## config.mk

```make
export PLATFORM = sky130hd
export DESIGN_NAME = gate_model_tester
export DESIGN_NICKNAME = d
export VERILOG_FILES = /design/src/rtl/gate_model_tester.sv
export SDC_FILE = /design/constraint.sdc
export NUM_CORES = 1
export LEC_CHECK = 0
export ABC_AREA = 1
export CAP_MARGIN = 5
export CORE_UTILIZATION = 30
export DETAILED_ROUTE_END_ITERATION = 12
export HOLD_SLACK_MARGIN = 0.05
export PLACE_DENSITY = 0.61
export SYNTH_ARGS = -nofsm -noshare
export SYNTH_HDL_FRONTEND = slang
export SYNTH_SLANG_ARGS = --single-unit
```

## constraint.sdc

```tcl
create_clock -name clk -period 4 [get_ports clk]
set_input_delay 0.4 -clock clk [delete_from_list [all_inputs] [get_ports clk]]
set_output_delay 0.4 -clock clk [all_outputs]
set_load 0.01 [all_outputs]
```

## src/rtl/gate_model_tester.sv

```systemverilog
// LFSR stimulus generator and MISR response compactor for a combinational gate model.
// Each pattern is held for SETTLE cycles and then captured in one further cycle.
module gate_model_tester #(
    parameter int unsigned IN_W   = 14,
    parameter int unsigned OUT_W  = 10,
    parameter int unsigned SIG_W  = 16,
    parameter int unsigned SETTLE = 2,
    parameter int unsigned CNT_W  = 16
) (
    input  logic             clk,
    input  logic             rst_n,
    input  logic             start,
    input  logic [CNT_W-1:0] num_patterns,
    input  logic [IN_W-1:0]  seed,
    output logic [IN_W-1:0]  stim,
    input  logic [OUT_W-1:0] resp,
    output logic             busy,
    output logic             done,
    output logic [CNT_W-1:0] pattern_idx,
    output logic [SIG_W-1:0] signature
);

    localparam int unsigned ST_W = $clog2(SETTLE + 1);
    localparam logic [SIG_W-1:0] POLY = SIG_W'(32'hB400);
    localparam logic [ST_W-1:0] SETTLE_LAST = ST_W'(SETTLE - 1);

    typedef enum logic [1:0] {
        IDLE,
        APPLY,
        CAPTURE,
        DONE
    } state_t;

    state_t           state, state_nxt;
    logic [IN_W-1:0]  stim_nxt;
    logic [CNT_W-1:0] count, count_nxt;
    logic [CNT_W-1:0] idx_nxt;
    logic [SIG_W-1:0] sig_nxt;
    logic [ST_W-1:0]  settle, settle_nxt;
    logic             busy_nxt, done_nxt;

    logic             fb_c;
    logic [IN_W-1:0]  lfsr_adv_c;
    logic [SIG_W-1:0] misr_c;
    logic [CNT_W-1:0] idx_inc_c;

    // Next-pattern and compaction datapath; stim is the LFSR register itself.
    assign fb_c       = stim[IN_W-1] ^ stim[4] ^ stim[2] ^ stim[0];
    assign lfsr_adv_c = {stim[IN_W-2:0], fb_c};
    assign misr_c     = {signature[SIG_W-2:0], 1'b0}
                      ^ (signature[SIG_W-1] ? POLY : '0)
                      ^ SIG_W'(resp);
    assign idx_inc_c  = pattern_idx + CNT_W'(1);

    always_ff @(posedge clk or negedge rst_n) begin
        if (!rst_n) begin
            state       <= IDLE;
            stim        <= '0;
            count       <= '0;
            pattern_idx <= '0;
            signature   <= '0;
            settle      <= '0;
            busy        <= 1'b0;
            done        <= 1'b0;
        end else begin
            state       <= state_nxt;
            stim        <= stim_nxt;
            count       <= count_nxt;
            pattern_idx <= idx_nxt;
            signature   <= sig_nxt;
            settle      <= settle_nxt;
            busy        <= busy_nxt;
            done        <= done_nxt;
        end
    end

    always_comb begin
        state_nxt  = state;
        stim_nxt   = stim;
        count_nxt  = count;
        idx_nxt    = pattern_idx;
        sig_nxt    = signature;
        settle_nxt = settle;
        busy_nxt   = busy;
        done_nxt   = done;

        case (state)
            IDLE, DONE: begin
                if (start) begin
                    count_nxt  = num_patterns;
                    // An all-zero seed would lock the LFSR, so substitute 1.
                    stim_nxt   = (seed == '0) ? IN_W'(1) : seed;
                    sig_nxt    = '0;
                    idx_nxt    = '0;
                    settle_nxt = '0;
                    if (num_patterns != '0) begin
                        state_nxt = APPLY;
                        busy_nxt  = 1'b1;
                        done_nxt  = 1'b0;
                    end else begin
                        state_nxt = DONE;
                        busy_nxt  = 1'b0;
                        done_nxt  = 1'b1;
                    end
                end
            end
            APPLY: begin
                settle_nxt = settle + ST_W'(1);
                if (settle == SETTLE_LAST) begin
                    state_nxt = CAPTURE;
                end
            end
            CAPTURE: begin
                sig_nxt    = misr_c;
                stim_nxt   = lfsr_adv_c;
                idx_nxt    = idx_inc_c;
                settle_nxt = '0;
                // Ending on equality lets the maximum count run without wrapping.
                if (idx_inc_c == count) begin
                    state_nxt = DONE;
                    busy_nxt  = 1'b0;
                    done_nxt  = 1'b1;
                end else begin
                    state_nxt = APPLY;
                end
            end
            default: begin
                state_nxt = IDLE;
            end
        endcase
    end

endmodule

```

==> impl_metrics.env, run 1 <==
export IMPL_outcome="finished clean"
export IMPL_grt_setup_unrepaired="false"
export IMPL_drc_errors=0
export IMPL_ff2ff_path_depth=6
export IMPL_drt_wirelength_per_cell_um=14.0
export IMPL_ys_warn_count=0
export IMPL_place_gp_congestion=0.800
export IMPL_r2r_end="signature[14]$_DFFE_PN0P_"
export IMPL_ant_nets=0
export IMPL_finalCritPeriodShare_pct=76.5
export IMPL_period_needed_ns=3.06
export IMPL_layout_common_cells="135 x nand2_1, 89 x clkdlybuf4s50_1, 68 x dfrtp_1"
export IMPL_postSynthCellCount=499
export IMPL_syn_to_final_growth_pct=36.9
export IMPL_drive_gt1_share_pct=7.55
export IMPL_diodes=0
export IMPL_ys_types=32
export IMPL_routed_via_density=4.76
export IMPL_setup_viol=0
export IMPL_grt_max_degree=51
export IMPL_cts_path_max_buffers=2
export IMPL_clock_fmax_mhz=327
export IMPL_insertion_delay_ns=0.33
export IMPL_drv_slew=0
export IMPL_max_cap_violations=0
export IMPL_netlist_area_um2=3750
export IMPL_wl_mm=10.7
export IMPL_synth_seq_cells=68
export IMPL_nets=639
export IMPL_worstPathArrival_ns=3.29
export IMPL_p_leak_nw=2.22
export IMPL_ioPinCount=91
export IMPL_design_area_um2=5140
export IMPL_dr_pass1_iters=4
export IMPL_core_um2=12100
export IMPL_maxSlewHeadroom_pct=30.6
export IMPL_cts_max_level=3
export IMPL_vias=3639
export IMPL_p_comb_share_pct=44.3
export IMPL_path_clk_slew_ns=0.06
export IMPL_final_common_cell="nand2_1"
export IMPL_tns_ns=0
export IMPL_grt_pass1_wl_mm=17.1
export IMPL_hp_class="reg -> reg"
export IMPL_synth_area_leaders="dfrtp_1 45%, nand2_1 13%, nand3_1 5.7%, o21ai_0 5.2%, inv_1 5.0%"
export IMPL_cts_tree="yes"
export IMPL_grt_use_total_pct=16.9
export IMPL_worstMarginPinSlew_ns=1.04
export IMPL_dieWidth_um=114
export IMPL_synth_seq_area_share_pct=45.3
export IMPL_numCtsBuffers=9
export IMPL_syn_num_nets=547
export IMPL_synth_top_cell_area_share_pct=45.3
export IMPL_yosys_area_top_type="dfrtp_1"
export IMPL_hold_slack_ns=0.501
export IMPL_worstSetupEndpoint="signature[14]$_DFFE_PN0P_"
export IMPL_start_util_pct=31.0
export IMPL_p_per_area_nw_per_um2=674
export IMPL_switchingPower_mw=1.39
export IMPL_gr_total_overflow=0
export IMPL_pwr_share_clk_pct=22.5
export IMPL_numPortBuffers=90
export IMPL_root_buffer="clkbuf_16"
export IMPL_path_max_fanout=20
export IMPL_fp_dieH_um=114
export IMPL_crit_start="state[0]$_DFFE_PN0P_"
export IMPL_r2r_start="state[0]$_DFFE_PN0P_"
export IMPL_end_kind="flop"
export IMPL_placed_area_um2=4840
export IMPL_switching_share_pct=40.1
export IMPL_rrSetupSlack_ns=0.94
export IMPL_p_seq_share_pct=33.1
export IMPL_fin_worst_skew_ns=0.00664
export IMPL_ir_worst_vdd_mv=0.353
export IMPL_drt_iter0_markers=212
export IMPL_core_rowCount=40
export IMPL_hold_viol_final=0
export IMPL_antenna_found_initial=0
export IMPL_die_area_um2=13000
export IMPL_grt_pass1_vias=3538
export IMPL_hpwlAfterDp_mm=7.92
export IMPL_crit_type="reg -> reg"
export IMPL_required_ns=4.23
export IMPL_p_int_mw=2.07
export IMPL_avgSynthCellArea_um2=7.52
export IMPL_clock_sink_count=68
export IMPL_cp_start_kind="flop"
[synthesized netlist by cell type]
cell,instances
nor4_1,7
buf_2,5
xnor2_1,3
a21boi_1,1
buf_1,2
nor2_2,5
ha_1,5
clkbuf_1,7
a22o_1,1
a31oi_1,2
o211ai_1,3
o21ai_1,2
a21oi_1,29
dfrtp_1,68
nor2_1,44
o21ai_2,1
xor2_1,2
nand4_1,9
nand2_2,7
inv_2,1
nor3b_1,1
a22oi_1,2
or2_2,1
nand3b_1,5
inv_1,50
mux2_2,5
nor2_4,3
nand2_1,135
nand3_1,43
nor3_1,1
o22ai_1,10
o21ai_0,39
[critical path, stage by stage (launching register included)]
cell and delay, ns:
dfrtp_1 0.41, inv_1 0.08, ha_1 0.36, inv_1 0.36, nor2_1 0.89, inv_1 0.54, o22ai_1 0.32
[through the flow]
step / setup slack, ns / util [%] / power (mW) / cells
floorplan: 2.19 / - / 2.06 / 499
global placement: 1.02 / 39.9 / 2.64 / 747
detailed placement: 0.896 / 39.9 / 2.69 / 747
CTS: 0.892 / 42.4 / 3.49 / 764
global route: 0.593 / 42.4 / 3.73 / 764
finish: 0.941 / 42.4 / 3.46 / 764
[per-layer routing]
layer | GRT usage [%] | part of all wire (%) | wire length (um) | vias to the layer above
met4 | 6.58 | 1.8 | 188 | 0
met5 | 0 | 0 | 0 | -
met1 | 21.2 | 45 | 4800 | 1714
met2 | 28.8 | 50 | 5290 | 70
met3 | 3.19 | 3.7 | 395 | 13
li1 | - | - | - | 1842
[layout make-up]
class	instances	area, um^2
clock buffer	9	225
sequential	68	1700
multi-input combinational	366	1810
fill	1249	6970
clock inverter	7	67.6
timing repair buffer	95	936
inverter	51	191
tap	168	210
[power by group through the flow]
stage                     clock network [mW]  registers, mW  logic [mW]
after global routing                   0.831           1.18        1.72
after CTS                              0.800           1.15        1.55
after global placement                     0           1.15        1.50
final                                  0.781           1.15        1.54
after detailed placement                   0           1.16        1.54
after floorplan                            0           1.17       0.892
[worst min-delay path by stage]
stage | from | to | slack [ns] | depth (start not counted)
floorplan | rst_n | busy$_DFFE_PN0P_ | 0.10 | 0
global placement | rst_n | signature[6]$_DFFE_PN0P_ | 0.36 | 1
detailed placement | rst_n | signature[6]$_DFFE_PN0P_ | 0.37 | 1
CTS | count[1]$_DFFE_PN0P_ | count[1]$_DFFE_PN0P_ | 0.51 | 2
global route | count[1]$_DFFE_PN0P_ | count[1]$_DFFE_PN0P_ | 0.53 | 2
finish | count[1]$_DFFE_PN0P_ | count[1]$_DFFE_PN0P_ | 0.50 | 2
[what timing repair did]
action,in CTS,in global routing
setup buffers,0,0
hold buffers,1,0
resized for setup,0,0
endpoints found under the hold margin,18,0
[flip-flops by register name, summed over array words and instances, names as in the netlist]
register and cells:
busy 1, count 16, done 1, pattern_idx 16, settle 2, signature 16
state 2, stim 14
[cells by family after synthesis]
group	Yosys count	synth area share [%]
flip-flops	68	45.3
AND/OR/NAND/NOR	261	30.7
buffers and inverters	65	6.66
XOR/XNOR	5	1.17
AO/OA/AOI/OAI	90	13.0
multiplexers	5	1.50
adder cells (fa/ha/maj)	5	1.67
No activity file was read; power rests on OpenSTA's default activity.
==> run 2: changes to the inputs <==
--- a/config.mk
+++ b/config.mk
@@ -10,7 +10,7 @@
 export CORE_UTILIZATION = 30
 export DETAILED_ROUTE_END_ITERATION = 12
 export HOLD_SLACK_MARGIN = 0.05
-export PLACE_DENSITY = 0.61
+export PLACE_DENSITY = 0.63
 export SYNTH_ARGS = -nofsm -noshare
 export SYNTH_HDL_FRONTEND = slang
 export SYNTH_SLANG_ARGS = --single-unit
==> constraint.sdc (replaced) <==
create_clock -name clk -period 2.6 [get_ports clk]
set_input_delay 0.26 -clock clk [delete_from_list [all_inputs] [get_ports clk]]
set_output_delay 0.26 -clock clk [all_outputs]
set_load 0.01 [all_outputs]
==> run 2 against run 1 <==
First-iteration DRC count up 16%; combinational power grew 60%; wire length is 3.1% higher; worst hold slack lost 0.15 ns.
==> impl_metrics.env, run 2 (synthesis gave the netlist of run 1 again) <==
export IMPL_p_per_area_nw_per_um2=1060
export IMPL_start_util_pct=31.0
export IMPL_path_clk_slew_ns=0.07
export IMPL_clock_sink_count=68
export IMPL_hpwlAfterDp_mm=8.28
export IMPL_fp_dieH_um=114
export IMPL_worstPathArrival_ns=2.42
export IMPL_p_leak_nw=2.26
export IMPL_numCtsBuffers=9
export IMPL_antenna_found_initial=0
export IMPL_end_kind="flop"
export IMPL_dr_pass1_iters=5
export IMPL_path_max_fanout=7
export IMPL_multi_input_area_um2=1810
export IMPL_drv_slew=0
export IMPL_setup_viol=0
export IMPL_drive_gt1_share_pct=8.64
export IMPL_insertion_delay_ns=0.34
export IMPL_drc_errors=0
export IMPL_die_area_um2=13000
export IMPL_layout_common_cells="135 x nand2_1, 89 x clkdlybuf4s50_1, 68 x dfrtp_1"
export IMPL_outcome="finished clean"
export IMPL_crit_start="pattern_idx[0]$_DFFE_PN0P_"
export IMPL_wl_mm=11.0
export IMPL_tns_ns=0
export IMPL_grt_pass1_wl_mm=17.8
export IMPL_reg_largest_list="count: 16 flops, pattern_idx: 16 flops, signature: 16 flops"
export IMPL_grt_max_degree=29
export IMPL_root_buffer="clkbuf_16"
export IMPL_grt_use_total_pct=17.6
export IMPL_syn_to_final_growth_pct=38.7
export IMPL_clock_fmax_mhz=456
export IMPL_core_rowCount=40
export IMPL_final_core_util_pct=43.0
export IMPL_dieWidth_um=114
export IMPL_maxSlewHeadroom_pct=65.1
export IMPL_cp_start_kind="flop"
export IMPL_place_gp_congestion=0.892
export IMPL_cpMostUsedCell="nand2_1"
export IMPL_cts_max_level=3
export IMPL_period_needed_ns=2.19
export IMPL_worstMarginPinSlew_ns=0.523
export IMPL_ant_nets=0
export IMPL_max_stage_delay_ns=0.48
export IMPL_grt_setup_unrepaired="false"
export IMPL_grt_pass1_vias=3657
export IMPL_ff2ff_path_depth=14
export IMPL_drt_wirelength_per_cell_um=14.3
export IMPL_max_cap_violations=0
export IMPL_vias=3788
export IMPL_routed_via_density=4.92
export IMPL_worstSetupEndpoint="busy$_DFFE_PN0P_"
export IMPL_gr_total_overflow=0
export IMPL_fin_worst_skew_ns=0.00915
export IMPL_core_um2=12100
export IMPL_required_ns=2.83
export IMPL_ir_worst_vdd_mv=0.402
export IMPL_hp_class="in -> async"
export IMPL_seq_area_um2=1700
export IMPL_cts_tree="yes"
export IMPL_nets=645
export IMPL_rrSetupSlack_ns=0.41
export IMPL_hold_viol_final=0
export IMPL_final_common_cell="nand2_1"
export IMPL_r2r_start="pattern_idx[0]$_DFFE_PN0P_"
export IMPL_hold_slack_ns=0.350
export IMPL_r2r_end="busy$_DFFE_PN0P_"
export IMPL_diodes=0
export IMPL_cts_setup_buffers=0
export IMPL_finalCritPeriodShare_pct=84.3
export IMPL_critPathSlowestCell="dfrtp_1"
export IMPL_drt_iter0_markers=245
export IMPL_numPortBuffers=90
export IMPL_cp_cell_sequence="ha_1 > nand2_1 > nor2_2 > nand2_1 > nand2_1 > nand2_1 > nand2_1 > nand2_1 > nor2_1 > nand2_1 > nor2_1 > nand4_1 > nand3_1 > nand2_1"
export IMPL_ioPinCount=91
export IMPL_fillers=1233
export IMPL_cts_path_max_buffers=2
export IMPL_crit_type="reg -> reg"
## run 2: cell types whose count changed in the layout (fill, tap and decap cells not counted), sizes merged
cell and change:
buf +6, inv +4, clkinv -3, clkinvlp -1
## run 2: where the power goes
| part | switching, mW | internal [mW] |
|---|---|---|
| clock network | 0.525 | 0.760 |
| logic | 1.39 | 1.07 |
| registers | 0.335 | 1.44 |
## run 2: cell type report
class                           count  share of cell area, %
Timing Repair Buffer              101                   18.8
Sequential cell                    68                   32.7
Inverter                           51                   3.68
Clock inverter                      7                   1.59
Tap cell                          168                   4.04
Clock buffer                        9                   4.33
Multi-Input combinational cell    366                   34.8
## run 2: worst min path at each step
stage	to	slack, ns	depth (start not counted)
final	signature[7]$_DFFE_PN0P_	0.35	2
after CTS	signature[7]$_DFFE_PN0P_	0.36	2
after global routing	signature[7]$_DFFE_PN0P_	0.38	2
after global placement	signature[7]$_DFFE_PN0P_	0.18	1
after floorplan	busy$_DFFE_PN0P_	-0.04	0
after detailed placement	signature[7]$_DFFE_PN0P_	0.19	1
## run 2: repair_timing
item / in CTS / in global routing
hold buffers: 1 / 0
endpoints found under the hold margin: 14 / 0
endpoints found under the setup margin: 14 / 1
pin swaps: 0 / 0
resized for setup: 1 / 1
## run 2: critical path, delay by kind of cell, from the launching register on
family                   cells  cell delay [ns]
AND/OR/NAND/NOR             13             1.38
flip-flops                   1             0.48
adder cells (fa/ha/maj)      1             0.24
## run 2: stage by stage
step / setup WS (ns) / cells / instance area, um^2 / power [mW]
global route: 0.218 / 770 / 5210 / 5.91
finish: 0.409 / 770 / 5210 / 5.52
global placement: -0.0612 / 753 / 4880 / 4.16
CTS: 0.227 / 770 / 5200 / 5.55
floorplan: 0.791 / 499 / 3750 / 3.17
detailed placement: -0.188 / 753 / 4880 / 4.24
## run 2: layer usage
metal | GRT usage (%) | up-vias | part of all wire, %
met5 | 0 | - | 0
met4 | 6.32 | 0 | 1.3
met3 | 2.92 | 15 | 4.4
met2 | 30.3 | 127 | 50
met1 | 22.3 | 1796 | 45
li1 | - | 1850 | -
==> run 3: changes to the inputs <==
--- a/config.mk
+++ b/config.mk
@@ -10,7 +10,7 @@
 export CORE_UTILIZATION = 30
 export DETAILED_ROUTE_END_ITERATION = 12
 export HOLD_SLACK_MARGIN = 0.05
-export PLACE_DENSITY = 0.63
+export PLACE_DENSITY = 0.61
 export SYNTH_ARGS = -nofsm -noshare
 export SYNTH_HDL_FRONTEND = slang
 export SYNTH_SLANG_ARGS = --single-unit
==> constraint.sdc (replaced) <==
create_clock -name clk -period 2.1 [get_ports clk]
set_input_delay 0.21 -clock clk [delete_from_list [all_inputs] [get_ports clk]]
set_output_delay 0.21 -clock clk [all_outputs]
set_load 0.01 [all_outputs]
==> run 3 against run 2 <==
Die area stayed put; global-route usage stayed put; via count is 0.13% higher; utilization is 0.68 points higher; worst setup slack worse by 0.26 ns.
==> impl_metrics.env, run 3 (synthesis gave the netlist of run 1 again) <==
export IMPL_worstMarginPinSlew_ns=0.529
export IMPL_cp_start_kind="flop"
export IMPL_grt_pass1_vias=3677
export IMPL_hp_class="in -> async"
export IMPL_max_stage_delay_ns=0.39
export IMPL_end_kind="flop"
export IMPL_place_inst=757
export IMPL_hold_slack_ns=0.428
export IMPL_p_leak_nw=2.29
export IMPL_numCtsBuffers=9
export IMPL_worst_slack_ns=0.144
export IMPL_nets=650
export IMPL_setup_viol=0
export IMPL_ioPinCount=91
export IMPL_placed_area_um2=4940
export IMPL_numPortBuffers=90
export IMPL_syn_to_final_growth_pct=40.9
export IMPL_p_seq_share_pct=31.6
export IMPL_worstPathArrival_ns=2.18
export IMPL_drt_wirelength_per_cell_um=14.0
export IMPL_path_delay_family="simple AND/OR/NAND/NOR gates"
export IMPL_dp_slack_ns=0.111
export IMPL_place_gp_congestion=0.926
export IMPL_critical_path_buf_inv_count=1
export IMPL_antenna_found_initial=0
export IMPL_fp_dieH_um=114
export IMPL_wl_mm=10.9
export IMPL_hold_viol_final=0
export IMPL_path_max_fanout=5
export IMPL_p_per_area_nw_per_um2=1300
export IMPL_finalCritPeriodShare_pct=93.1
export IMPL_diodes=0
export IMPL_max_cap_violations=0
export IMPL_grt_max_degree=69
export IMPL_cts_tree="yes"
export IMPL_cts_max_level=3
export IMPL_p_int_mw=4.14
export IMPL_clock_fmax_mhz=511
export IMPL_cp_cell_sequence="buf_4 > nand2_1 > nor2_4 > nand2_2 > o21ai_2 > nand2_2 > nand2_1 > nand2_1 > nor2_1 > nand4_1 > nand3_1 > nand2_1"
export IMPL_hpwlAfterDp_mm=8.14
export IMPL_dieWidth_um=114
export IMPL_pwr_share_clk_pct=22.4
export IMPL_design_area_um2=5290
export IMPL_period_needed_ns=1.96
export IMPL_drt_iter0_markers=250
export IMPL_routed_via_density=4.89
export IMPL_start_util_pct=31.0
export IMPL_drv_slew=0
export IMPL_grt_pass1_wl_mm=17.8
export IMPL_reg_largest_list="count: 16 flops, pattern_idx: 16 flops, signature: 16 flops"
export IMPL_outcome="finished clean"
export IMPL_ir_worst_vdd_mv=0.477
export IMPL_final_common_cell="nand2_1"
export IMPL_switching_share_pct=39.7
export IMPL_maxSlewHeadroom_pct=64.4
export IMPL_layout_common_cells="135 x nand2_1, 89 x clkdlybuf4s50_1, 68 x dfrtp_1"
export IMPL_root_buffer="clkbuf_16"
export IMPL_vias=3793
export IMPL_core_um2=12100
export IMPL_dr_pass1_iters=5
export IMPL_drc_errors=0
export IMPL_p_comb_share_pct=46.0
export IMPL_critPathSlowestCell="dfrtp_1"
export IMPL_ant_nets=0
export IMPL_required_ns=2.32
export IMPL_die_area_um2=13000
export IMPL_grt_use_total_pct=17.6
export IMPL_crit_type="reg -> reg"
export IMPL_insertion_delay_ns=0.34
export IMPL_core_rowCount=40
export IMPL_path_clk_slew_ns=0.06
export IMPL_instances_no_fill=775
export IMPL_clock_sink_count=68
export IMPL_gr_total_overflow=0
export IMPL_cpMostUsedCell="nand2_1"
export IMPL_cts_path_max_buffers=2
export IMPL_switchingPower_mw=2.73
export IMPL_tns_ns=0
export IMPL_fin_worst_skew_ns=0.0111
export IMPL_drive_gt1_share_pct=10.0
## run 3: tightest hold or removal path: cells and delay by family
family / cells / cell delay [ns]
buffers and inverters: 3 / 0.96
## run 3: power groups by stage
stage	Combinational, mW	Sequential, mW	Clock [mW]
after detailed placement	3.17	2.18	0
after CTS	3.18	2.17	1.56
after global placement	3.10	2.17	0
after global routing	3.53	2.24	1.62
final	3.16	2.17	1.54
after floorplan	1.70	2.23	0
## run 3: per-stage QoR
step	total power [mW]	utilization, %
floorplan	3.93	-
global placement	5.27	40.8
detailed placement	5.35	40.8
CTS	6.90	43.3
global route	7.39	43.7
finish	6.87	43.7
## run 3: final cells by class
type / count / area [um^2]
Clock buffer: 10 / 239
Clock inverter: 6 / 63.8
Fill cell: 1225 / 6820
Inverter: 51 / 191
Multi-Input combinational cell: 366 / 1840
Sequential cell: 68 / 1700
Tap cell: 168 / 210
Timing Repair Buffer: 106 / 1040
## run 3: metal layers
metal	GRT usage [%]	wire, um	vias to the layer above
li1	-	-	1860
met1	23.5	4910	1802
met2	28.4	5210	120
met3	3.45	598	11
met4	6.23	168	0
met5	0	0	-
## run 3: timing repair
item,4_1_cts,5_1_grt
hold buffers,1,0
endpoints found under the hold margin,68,0
endpoints found under the setup margin,0,3
buffers inserted,0,1
resized for setup,0,9
## run 3: worst paths after layout
kind / to / start / slack (ns) / depth (start not counted)
worst max register to register: done$_DFFE_PN0P_ / pattern_idx[1]$_DFFE_PN0P_ / 0.14 / 12
worst min register to register: stim[11]$_DFFE_PN0P_ / stim[11]$_DFFE_PN0P_ / 0.51 / 2
worst min-delay path: signature[7]$_DFFE_PN0P_ / rst_n / 0.43 / 3
min in group clk: count[2]$_DFFE_PN0P_ / num_patterns[2] / 0.46 / 3
worst max-delay path: done$_DFFE_PN0P_ / pattern_idx[1]$_DFFE_PN0P_ / 0.14 / 12
max in group asynchronous: pattern_idx[3]$_DFFE_PN0P_ / rst_n / 1.36 / 3
